$ cat config.mk
export PLATFORM = sky130hd
export DESIGN_NAME = timer_config_ctrl
export DESIGN_NICKNAME = d
export VERILOG_FILES = /design/src/rtl/timer_config_ctrl.sv
export SDC_FILE = /design/constraint.sdc
export NUM_CORES = 1
export LEC_CHECK = 0
export CORE_MARGIN = 3
export CORE_UTILIZATION = 30
export DETAILED_ROUTE_END_ITERATION = 8
export PLACE_DENSITY_LB_ADDON = 0.25
export SYNTH_ARGS = -nofsm -noshare
export SYNTH_HDL_FRONTEND = slang
export SYNTH_SLANG_ARGS = --single-unit
$ cat constraint.sdc
create_clock -name clk -period 1.6 [get_ports clk]
set_input_delay 0.16 -clock clk [delete_from_list [all_inputs] [get_ports clk]]
set_output_delay 0.16 -clock clk [all_outputs]
set_load 0.005 [all_outputs]
$ cat src/rtl/timer_config_ctrl.sv
// rtl/timer_config_ctrl.sv - BCD preset entry and run control for the two-digit countdown timer
//
// Purpose: turns single-cycle button pulses into a 00..MAX_TEN0 BCD preset.
// It loads the preset into the timer with a one-cycle strobe, drives the
// timer enable, and watches timeOutCTRL to detect expiry.
//
// Ports:
//   clk                   system clock
//   rst                   synchronous active-high reset
//   incTEN / incONE       single-cycle pulses that increment the tens / ones digit
//   startPress            load preset and start; acknowledges expiry in DONE
//   abortPress            stop the run and return to SET
//   timeOutCTRL           timeout/disabled indication from the timer
//   userDigitTEN/ONE      preset digits, BCD
//   timerReconfigTEN_ONE  one-cycle load strobe to the timer
//   enable                timer run enable
//   running               high in ARM and RUN
//   expired               high in DONE
//
// Build option: TIMER_CFG_ZERO_GUARD_EN - when defined, startPress with a 00 preset is ignored.
module timer_config_ctrl #(
  parameter int MAX_TEN = 9
) (
  input  logic       clk,
  input  logic       rst,
  input  logic       incTEN,
  input  logic       incONE,
  input  logic       startPress,
  input  logic       abortPress,
  input  logic       timeOutCTRL,
  output logic [3:0] userDigitTEN,
  output logic [3:0] userDigitONE,
  output logic       timerReconfigTEN_ONE,
  output logic       enable,
  output logic       running,
  output logic       expired
);

  localparam logic [3:0] MaxTen = MAX_TEN[3:0];

  typedef enum logic [2:0] {
    S_SET,
    S_LOAD,
    S_ARM,
    S_RUN,
    S_DONE
  } state_e;

  state_e     state_q, state_d;
  logic [3:0] tens_q, tens_d;
  logic [3:0] ones_q, ones_d;
  logic       strobe_q, enable_q, running_q, expired_q;
  logic       start_ok;
  logic [3:0] tens_inc;

`ifdef TIMER_CFG_ZERO_GUARD_EN
  // A 00 preset would expire immediately, so the start request is dropped.
  assign start_ok = startPress && !((tens_q == 4'd0) && (ones_q == 4'd0));
`else
  assign start_ok = startPress;
`endif

  assign tens_inc = (tens_q == MaxTen) ? 4'd0 : tens_q + 4'd1;

  always_comb begin
    state_d = state_q;
    tens_d  = tens_q;
    ones_d  = ones_q;
    unique case (state_q)
      S_SET: begin
        if (start_ok) begin
          state_d = S_LOAD;
        end else if (incTEN) begin
          tens_d = tens_inc;
          // Reaching the ceiling tens digit forces ones to 0 so the preset never exceeds MAX_TEN0.
          if (tens_inc == MaxTen) ones_d = 4'd0;
        end else if (incONE && (tens_q != MaxTen)) begin
          ones_d = (ones_q == 4'd9) ? 4'd0 : ones_q + 4'd1;
        end
      end
      S_LOAD: state_d = S_ARM;
      // ARM is a settling cycle: timeOutCTRL may still reflect the pre-load timer state.
      S_ARM:  state_d = abortPress ? S_SET : S_RUN;
      S_RUN: begin
        if (abortPress)       state_d = S_SET;
        else if (timeOutCTRL) state_d = S_DONE;
      end
      S_DONE: if (startPress || abortPress) state_d = S_SET;
      default: state_d = S_SET;
    endcase
  end

  // Outputs are flopped from the next state, so they line up with state_q without a decode stage.
  always_ff @(posedge clk) begin
    if (rst) begin
      state_q   <= S_SET;
      tens_q    <= 4'd0;
      ones_q    <= 4'd0;
      strobe_q  <= 1'b0;
      enable_q  <= 1'b0;
      running_q <= 1'b0;
      expired_q <= 1'b0;
    end else begin
      state_q   <= state_d;
      tens_q    <= tens_d;
      ones_q    <= ones_d;
      strobe_q  <= (state_d == S_LOAD);
      enable_q  <= (state_d == S_ARM) || (state_d == S_RUN);
      running_q <= (state_d == S_ARM) || (state_d == S_RUN);
      expired_q <= (state_d == S_DONE);
    end
  end

  assign userDigitTEN         = tens_q;
  assign userDigitONE         = ones_q;
  assign timerReconfigTEN_ONE = strobe_q;
  assign enable               = enable_q;
  assign running              = running_q;
  assign expired              = expired_q;

endmodule

Word level (Yosys, flattened, before mapping)

Cells that the tools add are included.

Bitwise operators: 1
Reduce and logical (&&, ||, !) cells: 7
Muxes and demuxes: 11
Equality and inequality tests: 13
Add/subtract/negate cells: 2

Operator list:

| operator                                                        | count |
|---|---|
| 4-bit 2-to-1 mux                                                | 5 |
| 3-bit one-hot mux with 5 select lines                           | 1 |
| 3-bit by 2-bit == test with 1-bit output, second input constant | 4 |
| 4-bit == test, second input constant                            | 3 |
| 3-bit 2-to-1 mux                                                | 4 |
| 4-bit by 1-bit adder with 4-bit output, second input constant   | 2 |
| 3-bit by 1-bit == test with 1-bit output, second input constant | 2 |
| 3-bit == test, second input constant                            | 2 |
| 4-bit != test, second input constant                            | 1 |
| 4-bit AND reduction                                             | 1 |
| 3-bit zero test                                                 | 1 |
| 3-bit AND reduction                                             | 1 |
| 1-bit logical OR                                                | 2 |
| 2-bit 2-to-1 mux                                                | 1 |
| 2-bit by 1-bit != test with 1-bit output, second input constant | 1 |
| 2-bit nonzero test                                              | 1 |
| 1-bit logical AND                                               | 1 |
| 1-bit NOT                                                       | 1 |

Register bits: 14
Bits of input ports: 7
Word-level logic and storage cells: 40

Logic depth before layout (Yosys ltp)

Gate-level depths: netlist (run 1).

Word-level depth: 5
Depth in mapped cells: 5
Depth with buffers taken out: 5

Least setup slack after synthesis (run 1)

OpenSTA, ideal clock, no wires.

Path kind: reg2reg
From: register state_q[1]
To: register tens_q[3] (netlist: userDigitTEN[3])
Required time: 1526 ps
Cell stages (with the launch flop): 5
Path slack: 365 ps
Buffers on the path: 0
Library setup time: 74 ps
Arrival time: 1161 ps
Cells stage by stage: dfxtp_1 -> nor4_4 -> and4_1 -> nand3b_1 -> a31oi_1

Word-level cells in the longest chain between the ends: 2

RTL lines:

| element                              | RTL line | RTL |
|---|---|---|
| start: declaration                   | 49       | `state_e state_q, state_d;` |
| start signal: assignment             | 104      | `state_q <= state_d;` |
| 3-bit zero test                      | 69       | `unique case (state_q)` |
| 3-bit AND reduction (no source line) | n/a      |  |
| end signal: assignment               | 105      | `tens_q <= tens_d;` |
| end: declaration                     | 50       | `logic [3:0] tens_q, tens_d;` |

No other way between the ends.
A chain may end at the register's enable or synchronous reset.

Final worst setup path (run 1)

From: register tens_q[2] (netlist: userDigitTEN[2])
To: output userDigitTEN[2]

RTL lines:

| element          | RTL line | RTL |
|---|---|---|
| end: declaration | 31       | `output logic [3:0] userDigitTEN,` |

No word-level cell between the ends.

==> reports/qor.yml, run 1 <==
critPathTopFamily: "buffers and inverters"
cts_tree: "yes"
core_um2: 2040
numCtsBuffers: 3
routabilityCongestion: 0.755
areaGrowthSynthToFinish_pct: 38.6
multi_input_area_um2: 370
clkPwrFrac: 0.341
p_seq_frac: 0.521
hold_buffers: 0
cp.required_ps: 1440
p_int_mw: 0.559
drt_iter0_markers: 10
min_period_ps: 1440
row_count: 16
ir_drop_uv: 346
yosysWarnings: 0
nNetsFinal: 105
grt_pass1_vias: 586
root_buffer: "clkbuf_4"
worst_clock_skew_ps: 4.68
syn_inst: 72
maxSlewViolCount: 0
fillers: 222
rsz0062_at_grt: "false"
syn_area_per_cell_um2: 9.37
whs_ps: 489
critPathMaxStageDelay_ps: 550
rr_startpoint: "state_q[1]"
synth-seq-cells: 14
antenna_found_initial: 0
layout_commonest_cell: "clkdlybuf4s50_1"
fin_cells: 122
netlist_area_um2: 674
drc: 0
max_freq_ghz: 0.695
ys_types: 32
relSlewSlack: 0.775
post-route-period-util: 0.899
hp-class: "in2reg"
endpoint: "userDigitTEN[2]"
worstPathMaxFanout: 8
dr.pass1.iters: 4
final_cell_mix: "18 x clkdlybuf4s50_1, 14 x dfxtp_1, 8 x nand3b_1"
clkTransAtPathRegs_ps: 90
worst_slew_pin_slew_ps: 333
die_h_um: 53.4
finalSetupViolCount: 0
grt_max_degree: 15
status: "finished, final reports clean"
power.density_nw_per_um2: 778
synth_edf_count: 0
maxCapViolCount: 0
p_comb_frac: 0.138
cp_cell_sequence: "clkdlybuf4s50_1"
pin_count: 19
dpl.hpwl_mm: 1.13
crit_path_start_kind: "register"
track_usage: 0.124
cpMaxStageDelayCell: "clkdlybuf4s50_1"
grt_pass1_wl_mm: 2.59
r2r-end: "userDigitTEN[3]"
synth_top_flop_cell: "dfxtp_1"
area.sequential_um2: 280
postCtsSetupBuffers: 0
initial_core_util: 0.330
wire_per_inst_um: 12.1
clk_latency_ps: 270
synth.net_count: 81
drive_gt1_frac: 0.116
hold_viol: 0
crit_buf_inv: 1
dp_cells: 118
cp_data_arrival_time_ps: 1280
total_power_mw: 0.727
yosysSeqAreaShare: 0.416
critPathLaunch: "userDigitTEN[2]"
cts.path.max_buffers: 2
antennaDiodeCount: 0
cts_sinks: 14
async_flop_share: 0
grt-ovfl-total: 0
htree_levels: 1
viasPerCell: 5.02
r2r_setup_slack_ps: 240
numPortBuffers: 18
die-area_um2: 2850
ant_nets: 0
swShare: 0.231
wl_mm: 1.47
cts_resized: 0
crit_cells: 1
vias: 612
p_leak_nw: 0.317
crit_path_end_kind: "output pin"
die_width_um: 53.4
path_class: "reg2out"
reg2regPathDepth: 4
p_switching_mw: 0.168
[kinds of logic (layout without fill, tap and decap cells)]
logic type / Yosys count / in the layout / share of synthesized area
buffers and inverters: 5 / 28 / 0.0352
xor gates and xnor gates: 2 / 2 / 0.0260
and+or+nand+nor: 35 / 35 / 0.336
muxes: 1 / 1 / 0.0148
adders and majority gates: 2 / 2 / 0.0371
AOI/OAI and AO/OA: 13 / 13 / 0.135
DFF: 14 / 14 / 0.416
[cells in the mapped netlist (2+ instances only)]
library cell / instances / area share
inv_1: 3 / 0.017
nor3_1: 4 / 0.030
ha_1: 2 / 0.037
a21oi_1: 3 / 0.022
nand3_1: 3 / 0.022
nor2_1: 6 / 0.033
nand2_1: 4 / 0.022
nand3b_1: 8 / 0.089
nor4_1: 2 / 0.019
o31ai_1: 2 / 0.022
dfxtp_1: 14 / 0.42
[worst min-delay path by stage]
stage | start | to | slack [ps] | depth (start not counted)
2_1_floorplan | abortPress | expired | 240 | 1
3_3_place_gp | userDigitONE[1] | userDigitONE[1] | 530 | 2
3_5_place_dp | userDigitONE[3] | userDigitONE[3] | 550 | 1
4_1_cts | abortPress | expired | 480 | 2
5_1_grt | abortPress | expired | 510 | 2
6_report | abortPress | expired | 490 | 2
[worst reg2reg max path, delay by kind of cell, from the launching register on]
family | cells | cell delay, ps
and+or+nand+nor | 3 | 750
DFF | 1 | 380
AOI/OAI and AO/OA | 1 | 160
[layer usage]
metal	routed length, um	track usage
met2	693	0.196
met3	65	0.0282
met5	0	0
met4	18	0.0638
met1	696	0.155
[power by group through the flow]
stage / combinational (mW) / clock [mW] / sequential, mW
global route: 0.111 / 0.275 / 0.383
finish: 0.100 / 0.248 / 0.379
floorplan: 0.0483 / 0 / 0.386
CTS: 0.100 / 0.262 / 0.379
detailed placement: 0.0999 / 0 / 0.387
global placement: 0.0991 / 0 / 0.387
[sequential cells by signal (all words and copies together) (netlist names)]
register / count
timerReconfigTEN_ONE: 1
userDigitONE: 4
userDigitTEN: 4
running: 1
state_q: 3
expired: 1
[final cells by class]
| class | instances | share of cell area |
|---|---|---|
| timing repair buffer | 21 | 0.217 |
| inverter | 3 | 0.0120 |
| clock buffer | 4 | 0.0388 |
| tap | 27 | 0.0361 |
| sequential | 14 | 0.300 |
| multi-input combinational | 53 | 0.396 |
[through the flow]
| step | setup WS [ps] | utilization | instance area [um2] | TNS [ps] |
|---|---|---|---|---|
| finish | 162 | 0.458 | 935 | 0 |
| global route | 79.6 | 0.458 | 935 | 0 |
| CTS | 143 | 0.458 | 935 | 0 |
| detailed placement | -42.2 | 0.440 | 898 | -131 |
| global placement | 1.85 | 0.440 | 898 | 0 |
| floorplan | 365 | - | 674 | 0 |
(Power assumes the default switching activity.)
==> run 2, diff against run 1 <==
ABC_AREA = 1   (was not set)
MAX_ROUTING_LAYER = met4   (was not set)
==> run 2 against run 1 <==
Clock-buffer cell count is the same. Utilization is essentially flat. Sequential power decreased by 2%. Largest cell class unchanged. Largest power group unchanged.
==> reports/qor.yml, run 2 <==
status: "finished, final reports clean"
viasPerCell: 4.48  # -11%
grt_max_degree: 9  # -6
clkTransAtPathRegs_ps: 90  # about the same
row_count: 16  # unchanged
worstPathMaxFanout: 6  # -2
ys_types: 21  # -34%
synth_top_area_cell: "dfxtp_1"
track_usage: 0.124  # -0.000216
max_freq_ghz: 0.708  # +1.8%
fillers: 230  # +3.6%
initial_core_util: 0.339  # +0.00867
hold_viol: 0  # unchanged
crit_buf_inv: 1  # unchanged
whs_endpoint: "userDigitTEN[3]"
drc: 0  # unchanged
netlist_top_cells_count: "20 x nand2_1, 16 x nor2_1, 14 x dfxtp_1, 14 x inv_1, 11 x nand3_1"
synth_top_flop_cell: "dfxtp_1"
final_cell_mix: "20 x nand2_1, 18 x clkdlybuf4s50_1, 16 x nor2_1"
cts_resized: 0  # unchanged
path_class: "reg2out"
synth.most_common_cell: "nand2_1"
ys_top_cells_by_area: "dfxtp_1 40%, nand2_1 11%, nor2_1 8.5%, nand3_1 7.8%, inv_1 7.4%"
min_from: "userDigitTEN[3]"
die-area_um2: 2970  # +4.1%
r2r_setup_slack_ps: 350  # +110 ps
ir_drop_uv: 427  # +23%
dr.pass1.iters: 4  # unchanged
crit_path_start_kind: "register"
rsz0062_at_grt: "false"
cts_sinks: 14  # unchanged
maxSlewViolCount: 0  # unchanged
setup_tns_ps: 0  # unchanged
layout_commonest_cell: "nand2_1"
cp_cell_sequence: "clkdlybuf4s50_1"
grt_pass1_vias: 613  # +4.6%
cpMaxStageDelayCell: "clkdlybuf4s50_1"
yosysWarnings: 0  # unchanged
critPathTopFamily: "buffers and inverters"
antenna_found_initial: 0  # unchanged
worst_slew_pin_slew_ps: 218  # -115 ps
p_leak_nw: 0.397  # +25%
synth.net_count: 110  # +36%
finalSetupViolCount: 0  # unchanged
hold_buffers: 0  # unchanged
whs_path_depth: 2  # unchanged
async_flop_share: 0  # unchanged
routabilityCongestion: 0.785  # +4.0%
synth-seq-cells: 14  # unchanged
post-route-period-util: 0.883  # -0.0158
drive_gt1_frac: 0.107  # -0.00923
area.sequential_um2: 280  # unchanged
crit_path_end_kind: "output pin"
wl_mm: 1.45  # -1.8%
r2r-end: "userDigitONE[1]"
postCtsSetupBuffers: 0  # unchanged
synth_edf_count: 0  # unchanged
total_power_mw: 0.736  # +1.3%
grt-ovfl-total: 0  # unchanged
reg2regPathDepth: 7  # +3
cp_data_arrival_time_ps: 1250  # -30 ps
yosysSeqAreaShare: 0.397  # -0.0184
syn_inst: 101  # +40%
netlist_area_um2: 706  # +4.6%
rr_startpoint: "userDigitONE[1]"
nNetsFinal: 132  # +26%
multi_input_area_um2: 358  # -3.4%
cp.required_ps: 1440  # about the same
drt_iter0_markers: 4  # -6
antennaDiodeCount: 0  # unchanged
worst_clock_skew_ps: 2.28  # -2.40 ps
root_buffer: "clkbuf_4"
syn_area_per_cell_um2: 6.99  # -25%
whs_ps: 503  # +13.3 ps
synth_top_area_frac: 0.397  # -0.0184
areaGrowthSynthToFinish_pct: 34.9
setup_ws_ps: 187  # +25.2 ps
relSlewSlack: 0.853  # +0.0780
critPathMaxStageDelay_ps: 540  # about the same
power.density_nw_per_um2: 773  # -0.61%
min_period_ps: 1410  # -25.2 ps
cts_tree: "yes"
vias: 668  # +9.2%
dpl.hpwl_mm: 1.09  # -3.7%
ant_nets: 0  # unchanged
pin_count: 19  # unchanged
dp_slack_ps: 203  # +245 ps
cts.path.max_buffers: 2  # unchanged
wire_per_inst_um: 9.70  # -20%
maxCapViolCount: 0  # unchanged
die_width_um: 54.5  # +2.0%
numCtsBuffers: 3  # unchanged
hp-class: "reg2reg"
core_um2: 2080  # +2.0%
die_h_um: 54.5  # +2.0%
numPortBuffers: 18  # unchanged
clk_latency_ps: 280  # about the same
htree_levels: 1  # unchanged
grt_pass1_wl_mm: 2.53  # -2.7%
-- run 2: cell count changes in the layout (fill, tap and decap cells not counted), moves of 2 or more --
cell,delta
inv_1,+11
nor2_4,+2
nand3b_1,-6
a31oi_1,+2
nand2_1,+16
nor3_1,-4
o31ai_1,-2
nand3_1,+8
nor2_1,+10
buf_4,-2
nand2_2,+2
-- run 2: worst max-delay path by stage --
stage	start	to	slack [ps]	depth (start not counted)
after CTS	userDigitONE[0]	userDigitONE[0]	170	1
after global placement	startPress	userDigitTEN[2]	230	9
final	userDigitTEN[1]	userDigitTEN[1]	190	1
after global routing	userDigitTEN[1]	userDigitTEN[1]	90	1
after detailed placement	startPress	userDigitTEN[2]	200	9
after floorplan	userDigitTEN[3]	userDigitONE[3]	490	9
-- run 2: tightest hold or removal path: stages (launching register included) --
cell and delay [ps]:
dfxtp_1 330, inv_1 80, a21oi_2 60
-- run 2: per-stage QoR --
stage                      util  cell area (um2)  std cells
final                     0.457              952        149
after global placement    0.440              916        145
after floorplan               -              706        101
after CTS                 0.457              952        149
after detailed placement  0.440              916        145
after global routing      0.457              952        149
-- run 2: routing by layer --
layer,track usage,share of wire,vias up
li1,-,-,362
met2,0.187,0.46,13
met5,-,0,-
met4,0.0622,0.0097,0
met1,0.151,0.49,291
met3,0.0327,0.041,2
-- run 2: area by class of cell --
class / instances / share of cell area
Clock buffer: 4 / 0.0381
Tap cell: 27 / 0.0355
Inverter: 15 / 0.0591
Multi-Input combinational cell: 70 / 0.376
Timing Repair Buffer: 19 / 0.197
Sequential cell: 14 / 0.294
-- run 2: kinds of logic after synthesis --
family | share of synthesized area
fa+ha+maj | 0.0355
flops | 0.397
simple gates | 0.374
buf+inv | 0.0957
compound gates | 0.0975
-- run 2: power breakdown --
group,internal (mW),switching (mW)
clock network,0.138,0.118
registers,0.361,0.0119
logic,0.0539,0.0525
==> run 3, diff against run 2 <==
RECOVER_POWER = 100   (was not set)
clock period = 1.3 ns   (was 1.6 ns; I/O delays follow)
==> run 3 against run 2 <==
Sequential power is 22% higher. Clock-buffer cell count stayed put. Routed wire length rose by 9.5%. Via count rose by 8.1%. Critical path type unchanged. Largest cell class unchanged.
==> reports/qor.yml, run 3 (synthesis gave the netlist of run 2 again) <==
status: "finished, final reports clean"
ant_nets: 0  # unchanged
total_power_mw: 0.915  # +24%
post-route-period-util: 0.959
clkPwrFrac: 0.346  # -0.003
p_seq_frac: 0.496  # -0.011
p_comb_frac: 0.158  # +0.013
fillers: 223  # -3.0%
areaGrowthSynthToFinish_pct: 45.4
drc: 0  # unchanged
hp-class: "in2reg"
crit_path_start_kind: "register"
grt_max_degree: 9  # unchanged
utilization: 0.493  # +0.0355
hold_viol: 0  # unchanged
cp_cell_sequence: "clkdlybuf4s50_1"
worst_slew_pin_slew_ps: 228  # +9.75 ps
hold_buffers: 0  # unchanged
critPathMaxStageDelay_ps: 490  # -50 ps
p_switching_mw: 0.229  # +25%
path_class: "reg2out"
cts.path.max_buffers: 2  # unchanged
wl_mm: 1.58  # +9.5%
power.density_nw_per_um2: 892  # +15%
whs_ps: 462  # -40.8 ps
relSlewSlack: 0.847  # -0.00656
swShare: 0.250  # +0.00186
row_count: 16  # unchanged
dpl.hpwl_mm: 1.12  # +2.2%
vias: 722  # +8.1%
cp_data_arrival_time_ps: 1120  # -130 ps
worstPathMaxFanout: 3  # -3
crit_buf_inv: 1  # unchanged
finalSetupViolCount: 0  # unchanged
p_int_mw: 0.686  # +24%
root_buffer: "clkbuf_4"
whs_path_depth: 3  # +1
core_um2: 2080  # unchanged
initial_core_util: 0.339  # unchanged
track_usage: 0.121  # -0.00284
cpMaxStageDelayCell: "clkdlybuf4s50_1"
htree_levels: 1  # unchanged
maxSlewViolCount: 0  # unchanged
critPathLaunch: "userDigitTEN[3]"
grt_pass1_wl_mm: 2.47  # -2.2%
antennaDiodeCount: 0  # unchanged
routabilityCongestion: 0.770  # -1.9%
final_cell_mix: "20 x nand2_1, 15 x nor2_1, 14 x inv_1"
die_h_um: 54.5  # unchanged
numPortBuffers: 18  # unchanged
die-area_um2: 2970  # unchanged
nNetsFinal: 139  # +5.3%
grt_pass1_vias: 613  # unchanged
ir_drop_uv: 581  # +36%
numCtsBuffers: 3  # unchanged
critPathTopFamily: "buffers and inverters"
cp.required_ps: 1170  # -270 ps
p_leak_nw: 0.485  # +22%
maxCapViolCount: 0  # unchanged
setup_tns_ps: 0  # unchanged
dr.pass1.iters: 4  # unchanged
clkTransAtPathRegs_ps: 90  # about the same
clk_latency_ps: 280  # about the same
die_width_um: 54.5  # unchanged
antenna_found_initial: 0  # unchanged
pin_count: 19  # unchanged
min_from: "startPress"
layout_commonest_cell: "nand2_1"
viasPerCell: 4.63  # +3.2%
cts_sinks: 14  # unchanged
grt-ovfl-total: 0  # unchanged
r2r_setup_slack_ps: 80  # -270 ps
whs_endpoint: "timerReconfigTEN_ONE"
rr_startpoint: "userDigitTEN[0]"
cts_tree: "yes"
reg2regPathDepth: 9  # +2
r2r-end: "userDigitONE[1]"
drt_iter0_markers: 15  # +11
drive_gt1_frac: 0.209  # +0.103
worst_clock_skew_ps: 3.34  # +1.06 ps
wire_per_inst_um: 10.1  # +4.6%
max_freq_ghz: 0.802
min_period_ps: 1250
crit_path_end_kind: "output pin"
==> run 3: cell count changes in the layout (fill, tap and decap cells not counted), sizes merged <==
cell           change
buf                +7
clkdlybuf4s50      -7
clkdlybuf4s25      +2
dlygate4sd2        +3
dlymetal6s2s       +2
==> run 3: through the flow <==
step           area [um2]  setup slack (ps)  instances
2_1_floorplan         706               194        101
3_3_place_gp          946              9.69        149
3_5_place_dp          946              7.65        149
4_1_cts               991              4.76        153
5_1_grt              1030             -20.9        156
6_report             1030              53.5        156
==> run 3: metal layers <==
metal,up-vias,part of all wire,GRT usage
met5,-,0,-
met2,18,0.47,0.171
met1,323,0.47,0.156
li1,377,-,-
met3,4,0.047,0.0327
met4,0,0.015,0.0622
==> run 3: worst max path at each step <==
stage / depth (start not counted) / slack, ps / end
floorplan: 9 / 190 / userDigitONE[3]
global placement: 9 / 10 / userDigitTEN[2]
detailed placement: 9 / 8 / userDigitTEN[2]
CTS: 1 / 5 / userDigitTEN[0]
global route: 9 / -20 / userDigitONE[1]
finish: 1 / 50 / userDigitTEN[3]
==> run 3: layout make-up <==
cell class / count / area, um2 / area share
multi-input combinational: 70 / 360 / 0.351
sequential: 14 / 298 / 0.290
inverter: 15 / 56.3 / 0.0549
tap: 27 / 33.8 / 0.0329
timing repair buffer: 26 / 241 / 0.235
clock buffer: 4 / 36.3 / 0.0354
==> run 3: power by group through the flow <==
stage	clock, mW	combinational, mW	sequential (mW)
2_1_floorplan	0	0.0737	0.468
3_3_place_gp	0	0.140	0.469
3_5_place_dp	0	0.141	0.469
4_1_cts	0.329	0.141	0.457
5_1_grt	0.356	0.164	0.456
6_report	0.317	0.144	0.454
==> run 3: timing repair <==
item	CTS	global route
pin swaps	0	0
gates cloned	0	0
endpoints found under the setup margin	6	9
buffers inserted	0	3
endpoints found under the hold margin	0	0
resized for setup	11	10
